### src/rtl/restoring_divider_seq_pkg.sv
// restoring_divider_seq_pkg: shared states, default width and step-counter sizing for the divider.
package restoring_divider_seq_pkg;
    localparam int DEF_WIDTH = 4;
    typedef enum logic [1:0] {
        IDLE = 2'd0,
        CALC = 2'd1,
        DONE = 2'd2
    } state_t;
    function automatic int cnt_width(input int w);
        return $clog2(w + 1);
    endfunction
endpackage

### src/rtl/restoring_divider_seq_div_step.sv
// div_step: one combinational restoring-division step; borrow is bit WIDTH of the trial subtraction.
module div_step #(
    parameter int WIDTH = 4
) (
    input  logic [WIDTH-1:0] partial_rem,
    input  logic             dividend_bit,
    input  logic [WIDTH-1:0] divisor,
    output logic [WIDTH-1:0] new_rem,
    output logic             q_bit
);
    logic [WIDTH:0] shifted;
    logic [WIDTH:0] trial;
    always_comb begin
        shifted = {partial_rem, dividend_bit};
        trial   = shifted - {1'b0, divisor};
        q_bit   = ~trial[WIDTH];
        new_rem = q_bit ? trial[WIDTH-1:0] : shifted[WIDTH-1:0];
    end
endmodule

### src/rtl/restoring_divider_seq.sv
// restoring_divider_seq: sequential unsigned restoring divider; DIV_EARLY_EXIT_EN skips CALC when dividend < divisor.
module restoring_divider_seq
    import restoring_divider_seq_pkg::*;
#(
    parameter int WIDTH = DEF_WIDTH
) (
    input  logic             clk,
    input  logic             rst_n,
    input  logic             start,
    input  logic [WIDTH-1:0] dividend,
    input  logic [WIDTH-1:0] divisor,
    output logic [WIDTH-1:0] quotient,
    output logic [WIDTH-1:0] remainder,
    output logic             busy,
    output logic             done,
    output logic             div_by_zero
);
    localparam int CW = cnt_width(WIDTH);

    state_t           state_q, state_d;
    logic [CW-1:0]    cnt_q, cnt_d;
    logic [WIDTH-1:0] rem_q, rem_d;
    logic [WIDTH-1:0] sr_q, sr_d;
    logic [WIDTH-1:0] dvs_q, dvs_d;
    logic [WIDTH-1:0] quo_q, quo_d;
    logic [WIDTH-1:0] rmd_q, rmd_d;
    logic             dbz_q, dbz_d;
    logic [WIDTH-1:0] step_rem;
    logic             step_q;

    div_step #(.WIDTH(WIDTH)) u_step (
        .partial_rem (rem_q),
        .dividend_bit(sr_q[WIDTH-1]),
        .divisor     (dvs_q),
        .new_rem     (step_rem),
        .q_bit       (step_q)
    );

    always_comb begin
        state_d = state_q;
        cnt_d   = cnt_q;
        rem_d   = rem_q;
        sr_d    = sr_q;
        dvs_d   = dvs_q;
        quo_d   = quo_q;
        rmd_d   = rmd_q;
        dbz_d   = dbz_q;
        case (state_q)
            IDLE: begin
                if (start) begin
                    sr_d  = dividend;
                    dvs_d = divisor;
                    rem_d = '0;
                    cnt_d = CW'(WIDTH);
                    dbz_d = 1'b0;
                    if (divisor == '0) begin
                        state_d = DONE;
                        quo_d   = '1;
                        rmd_d   = dividend;
                        dbz_d   = 1'b1;
                    end
`ifdef DIV_EARLY_EXIT_EN
                    else if (dividend < divisor) begin
                        state_d = DONE;
                        quo_d   = '0;
                        rmd_d   = dividend;
                    end
`endif
                    else begin
                        state_d = CALC;
                    end
                end
            end
            CALC: begin
                // quotient bits fill the dividend shift register from the right
                rem_d = step_rem;
                sr_d  = {sr_q[WIDTH-2:0], step_q};
                cnt_d = cnt_q - CW'(1);
                if (cnt_q == CW'(1)) begin
                    state_d = DONE;
                    quo_d   = {sr_q[WIDTH-2:0], step_q};
                    rmd_d   = step_rem;
                end
            end
            DONE:    state_d = IDLE;
            default: state_d = IDLE;
        endcase
    end

    always_ff @(posedge clk) begin
        if (!rst_n) begin
            state_q <= IDLE;
            cnt_q   <= '0;
            rem_q   <= '0;
            sr_q    <= '0;
            dvs_q   <= '0;
            quo_q   <= '0;
            rmd_q   <= '0;
            dbz_q   <= 1'b0;
        end else begin
            state_q <= state_d;
            cnt_q   <= cnt_d;
            rem_q   <= rem_d;
            sr_q    <= sr_d;
            dvs_q   <= dvs_d;
            quo_q   <= quo_d;
            rmd_q   <= rmd_d;
            dbz_q   <= dbz_d;
        end
    end

    assign quotient    = quo_q;
    assign remainder   = rmd_q;
    assign busy        = (state_q == CALC);
    assign done        = (state_q == DONE);
    assign div_by_zero = dbz_q;
endmodule

### config.mk
export PLATFORM = sky130hd
export DESIGN_NAME = restoring_divider_seq
export DESIGN_NICKNAME = d
export VERILOG_FILES = /design/src/rtl/restoring_divider_seq_pkg.sv /design/src/rtl/restoring_divider_seq_div_step.sv /design/src/rtl/restoring_divider_seq.sv
export SDC_FILE = /design/constraint.sdc
export NUM_CORES = 1
export LEC_CHECK = 0
export CORE_UTILIZATION = 50
export DETAILED_ROUTE_END_ITERATION = 8
export GPL_ROUTABILITY_DRIVEN = 0
export PLACE_DENSITY = 0.78
export SYNTH_ARGS = -nofsm -noshare
export SYNTH_HDL_FRONTEND = slang
export SYNTH_SLANG_ARGS = --single-unit
export TNS_END_PERCENT = 50
### constraint.sdc
create_clock -name clk -period 2.6 [get_ports clk]
set_clock_uncertainty 0.2 [all_clocks]
set_input_delay 0.39 -clock clk [delete_from_list [all_inputs] [get_ports clk]]
set_output_delay 0.39 -clock clk [all_outputs]
set_load 0.05 [all_outputs]
==> impl_metrics.csv, run 1 <==
group,metric,value,unit
clock_network,clkSinkCount,26,
sta,hold_violations,0,
routing,drt-pass1-iter-count,5,
synthesis,synthesis.nets,167,
clock_network,cts_hold_buf,0,
synthesis,ys_ff_latch,26,
global_routing,grt_usage,0.221,
pwr,power_leakage,0.609,nW
routing,viasPerCell,5.49,
critical_path,cp_slowest_stage_delay,0.81,ns
worst_hold_path,hold_path.class,"flop to flop",
synthesis,syn_area,0.00131,sq mm
flow_run,cap_violations,0,
clock_network,cts_buffer_depth,2,
sta,rsz0062_at_grt,"no",
sta,tightest_slew,0.537,ns
floorplanning,start_util,0.527,
global_routing,grt_max_degree,18,
placed_design,place_area,0.00154,sq mm
synthesis,ys_seq_area_frac,0.399,
floorplanning,coreArea,0.00248,sq mm
routing,finalWirelength,2630,microns
sta,setup_viol,0,
routing,ant_nets,0,
clock_network,cts_tree,"yes",
sta,period_needed,2.40,ns
pwr,ir_worst_vdd,0.000367,V
clock_network,post_cts_buffers,0,
clock_network,cts_root_buf,"clkbuf_4",
critical_path,critPathLaunchType,"flop",
critical_path,critPathMaxFanout,6,
sta,relSlewSlack,0.640,
routing,drt-wirelength-per-cell,13.0,microns
pwr,power,918,uW
synthesis,ys_warn_count,0,
clock_network,clk_pin_slew,0.14,ns
layout,layout-drive-gt1-share,0.140,
clock_network,numCtsBuffers,3,
critical_path,cp-end-kind,"output pin",
placed_design,io_buffers,21,
synthesis,synth_cell_types,37,
synthesis,avgSynthCellArea,8.76,sq um
sta,final_max_slew_viol_count,0,
pwr,power_density,581,mW/mm^2
layout,syn2layout_area_growth,21.1,%
layout,design_area,0.00158,sq mm
clock_network,cts_resized,0,
sta,fin_tns_setup,0,ns
critical_path,arrival,1.81,ns
global_routing,grt_pass1_vias,1086,
critical_path,cp_top_family,"buffers and inverters",
sta,fmax,417,MHz
layout,diodes,0,
global_routing,grt-ovfl-total,0,
layout,utilization,0.638,
floorplanning,ios,22,
floorplanning,rows,18,
layout,layout_common_cells,"nor2_1, dfxtp_1, clkdlybuf4s50_1",
critical_path,cp_cell_sequence,"nor2b_1 > clkdlybuf4s50_1",
synthesis,synth_ff_type,"dfxtp_1",
clock_network,htreeDepth,1,
routing,num_vias,1109,
layout,final_common_cell,"nor2_1",
floorplanning,die_h,53.1,microns
layout,fin_nets,191,
synthesis,synthCells,149,
floorplanning,die_area,0.00282,sq mm
critical_path,crit_required,2.01,ns
placed_design,dp_hpwl,1990,microns
synthesis,synth_edf_count,0,
global_routing,antenna_found_initial,0,
global_routing,grt_first_pass_wirelength,4480,microns
sta,finalCritPeriodShare,0.922,
floorplanning,die_w,53.1,microns
critical_path,worst-path-buf-inv,1,
outcome,status,"completed",
routing,drc,0,
synthesis,async_reset_ff_frac,0,
clock_network,insertion_delay,0.33,ns
critical_path,slowest_stage,"clkdlybuf4s50_1",
routing,drtIter0Drc,16,
critical_path,critPathKind,"flop to output pin",
[cell usage after synthesis (all sizes together) (2+ instances only)]
master,n,area (sq um)
buf,3,20.0
clkbuf,2,8.75
a211oi,4,30.0
nor2,28,105
nand2b,4,32.5
a21oi,15,97.6
o21ai,8,47.6
nor2b,2,12.5
and2,2,15.0
dfxtp,26,521
inv,9,33.8
nand3,2,10.0
ha,6,75.1
a31oi,8,62.6
xor2,2,25.0
nand2,13,48.8
mux2i,4,40.0
[path summary, 6_finish.rpt]
kind                                 start  endpoint  slack, ns  cells after the start
worst min register to register     sr_q[1]   sr_q[2]       0.31                      2
worst min-delay path               sr_q[1]   sr_q[2]       0.31                      2
worst max-delay path            state_q[1]      done       0.20                      2
worst max register to register     sr_q[3]  rem_q[2]       0.22                      8
[kinds of logic (layout without fill, tap and decap cells)]
| kind of cell | after synthesis | in the layout | synth area share |
|---|---|---|---|
| mux | 5 | 5 | 0.0393 |
| buf+inv | 15 | 38 | 0.0508 |
| simple gates | 55 | 55 | 0.211 |
| fa+ha+maj | 7 | 7 | 0.0729 |
| flops | 26 | 26 | 0.399 |
| xor+xnor | 3 | 3 | 0.0259 |
| compound gates | 38 | 38 | 0.201 |
[tightest hold or removal path: stages, from the launching register on]
cell and delay [ns]:
dfxtp_1 0.35, nand2_1 0.06, a31oi_1 0.07
[power by group]
group | leakage [nW] | switching (mW) | internal, mW
clock | 0.0210 | 0.122 | 0.0858
sequential | 0.213 | 0.0226 | 0.429
combinational | 0.375 | 0.152 | 0.106
[per-stage QoR]
stage / hold WS (ns) / worst slack [ns] / cells
detailed placement: 0.284 / 0.136 / 198
global placement: 0.270 / 0.220 / 198
floorplan: 0.254 / 0.413 / 149
finish: 0.307 / 0.203 / 202
global route: 0.331 / 0.0867 / 202
CTS: 0.308 / 0.196 / 202
[layer usage]
metal | GRT usage | vias to the layer above | part of all wire
met4 | 0.118 | 0 | 0.030
met5 | 0 | - | 0
met2 | 0.392 | 37 | 0.48
li1 | - | 554 | -
met3 | 0.0316 | 9 | 0.047
met1 | 0.251 | 509 | 0.44
[layout make-up]
cell class,instances,area (sq um)
Clock buffer,4,36.3
Sequential cell,26,520
Tap cell,30,37.5
Multi-Input combinational cell,108,718
Timing Repair Buffer,24,230
Fill cell,214,897
Inverter,10,37.5
[sequential cells by signal, indices dropped and copies added, names as in the netlist]
register / count
sr_q: 4
state_q: 2
cnt_q: 3
div_by_zero: 1
rem_q: 4
remainder: 4
dvs_q: 4
quotient: 4
No activity file was read; power rests on OpenSTA's default activity.
==> run 2: changes to the inputs <==
--- a/config.mk
+++ b/config.mk
@@ -5,6 +5,7 @@
 export SDC_FILE = /design/constraint.sdc
 export NUM_CORES = 1
 export LEC_CHECK = 0
+export CORE_ASPECT_RATIO = 1.5
 export CORE_UTILIZATION = 50
 export DETAILED_ROUTE_END_ITERATION = 8
 export GPL_ROUTABILITY_DRIVEN = 0
==> run 2 against run 1 <==
The flow now finishes with violations (design-rule violations); clock-buffer cell count did not move; final cell count fell by 2.0%; setup slack improved by 0.023 ns; sequential share of layout area fell by 0.16 points; via count fell by 0.45%; critical endpoint is now remainder[2].
==> impl_metrics.csv, run 2 (synthesis gave the netlist of run 1 again) <==
group,metric,value,unit
clock_network,clk_pin_slew,0.13,ns
routing,drc,3,
outcome,status,"complete, but fails checks",
sta,fmax,421,MHz
sta,relSlewSlack,0.668,
layout,final_common_cell,"nor2_1",
clock_network,htreeDepth,1,
routing,finalWirelength,2560,microns
global_routing,grt_max_degree,15,
clock_network,cts_resized,0,
routing,drtIter0Drc,36,
sta,fin_tns_setup,0,ns
global_routing,grt_usage,0.212,
sta,fin_ws,0.226,ns
clock_network,insertion_delay,0.31,ns
floorplanning,die_area,0.00282,sq mm
pwr,power_leakage,0.619,nW
floorplanning,ios,22,
global_routing,grt_pass1_vias,1122,
pwr,power_density,575,mW/mm^2
clock_network,clkSinkCount,26,
routing,num_vias,1104,
floorplanning,die_w,43.7,microns
sta,rsz0062_at_grt,"no",
placed_design,dp_slack,0.250,ns
layout,fin_nets,193,
routing,viasPerCell,5.58,
sta,period_needed,2.37,ns
placed_design,dp_hpwl,2030,microns
floorplanning,start_util,0.533,
clock_network,cts_hold_buf,0,
clock_network,cts_tree,"yes",
critical_path,critPathLaunchType,"flop",
placed_design,io_buffers,21,
floorplanning,die_h,64.6,microns
outcome,violations,"design-rule violations",
layout,diodes,0,
sta,hold_violations,0,
layout,syn2layout_area_growth,21.7,%
clock_network,numCtsBuffers,3,
critical_path,cp-end-kind,"flop",
critical_path,arrival,2.42,ns
critical_path,crit_required,2.65,ns
global_routing,grt_first_pass_wirelength,4690,microns
sta,finalCritPeriodShare,0.913,
pwr,power,912,uW
sta,tightest_slew,0.497,ns
floorplanning,coreArea,0.00245,sq mm
layout,layout_common_cells,"nor2_1, dfxtp_1, clkdlybuf4s50_1",
floorplanning,rows,22,
global_routing,antenna_found_initial,0,
layout,utilization,0.648,
sta,setup_viol,0,
critical_path,critPathKind,"flop to flop",
clock_network,cts_buffer_depth,2,
flow_run,cap_violations,0,
clock_network,post_cts_buffers,0,
critical_path,critPathMaxFanout,3,
layout,layout-drive-gt1-share,0.149,
routing,ant_nets,0,
routing,drt-wirelength-per-cell,12.9,microns
sta,hold_ws,0.293,ns
pwr,ir_worst_vdd,0.000368,V
sta,final_max_slew_viol_count,0,
routing,drt-pass1-iter-count,6,
global_routing,grt-ovfl-total,0,
worst_hold_path,hold_path.class,"flop to flop",
clock_network,cts_root_buf,"clkbuf_4",
[run 2: cell types whose count changed in the layout (fill, tap and decap cells not counted), sizes merged]
cell,before,now
buf,4,6
[run 2: metrics by stage]
stage,instances,cell area [sq um]
floorplan,149,1310
global placement,194,1550
detailed placement,194,1550
CTS,198,1590
global route,198,1590
finish,198,1590
[run 2: worst max-delay path, cell delays in order (launching register included)]
cell and delay, ns:
dfxtp_1 0.34, inv_1 0.06, ha_1 0.21, fa_1 0.40, nand2b_4 0.17, a21oi_4 0.17
xnor2_1 0.21, mux2_2 0.40, a31oi_1 0.15
[run 2: cell type report]
| class | instances | area [sq um] |
|---|---|---|
| fillers | 209 | 862 |
| multi-input cells | 108 | 718 |
| flip-flops and latches | 26 | 520 |
| repair buffers | 26 | 245 |
| inverters | 10 | 37.5 |
| clock buffers | 4 | 36.3 |
| well taps | 24 | 30.0 |
[run 2: worst paths after layout]
path / startpoint / to / slack, ns / cells past startpoint
worst max-delay path: sr_q[3] / remainder[2] / 0.23 / 8
worst min-delay path: rem_q[2] / rem_q[2] / 0.29 / 2
worst max register to register: sr_q[3] / remainder[2] / 0.23 / 8
worst min register to register: rem_q[2] / rem_q[2] / 0.29 / 2
[run 2: power by group]
| part | internal (mW) | switching [mW] |
|---|---|---|
| Sequential | 0.429 | 0.0221 |
| Combinational | 0.108 | 0.153 |
| Clock | 0.0854 | 0.114 |
| Total | 0.623 | 0.289 |
[run 2: routing by layer]
layer	global-route usage	share of wire	routed length, microns
met4	0.0547	0.0067	17
met3	0.0279	0.042	108
met5	0	0	0
met1	0.253	0.41	1050
met2	0.384	0.54	1380
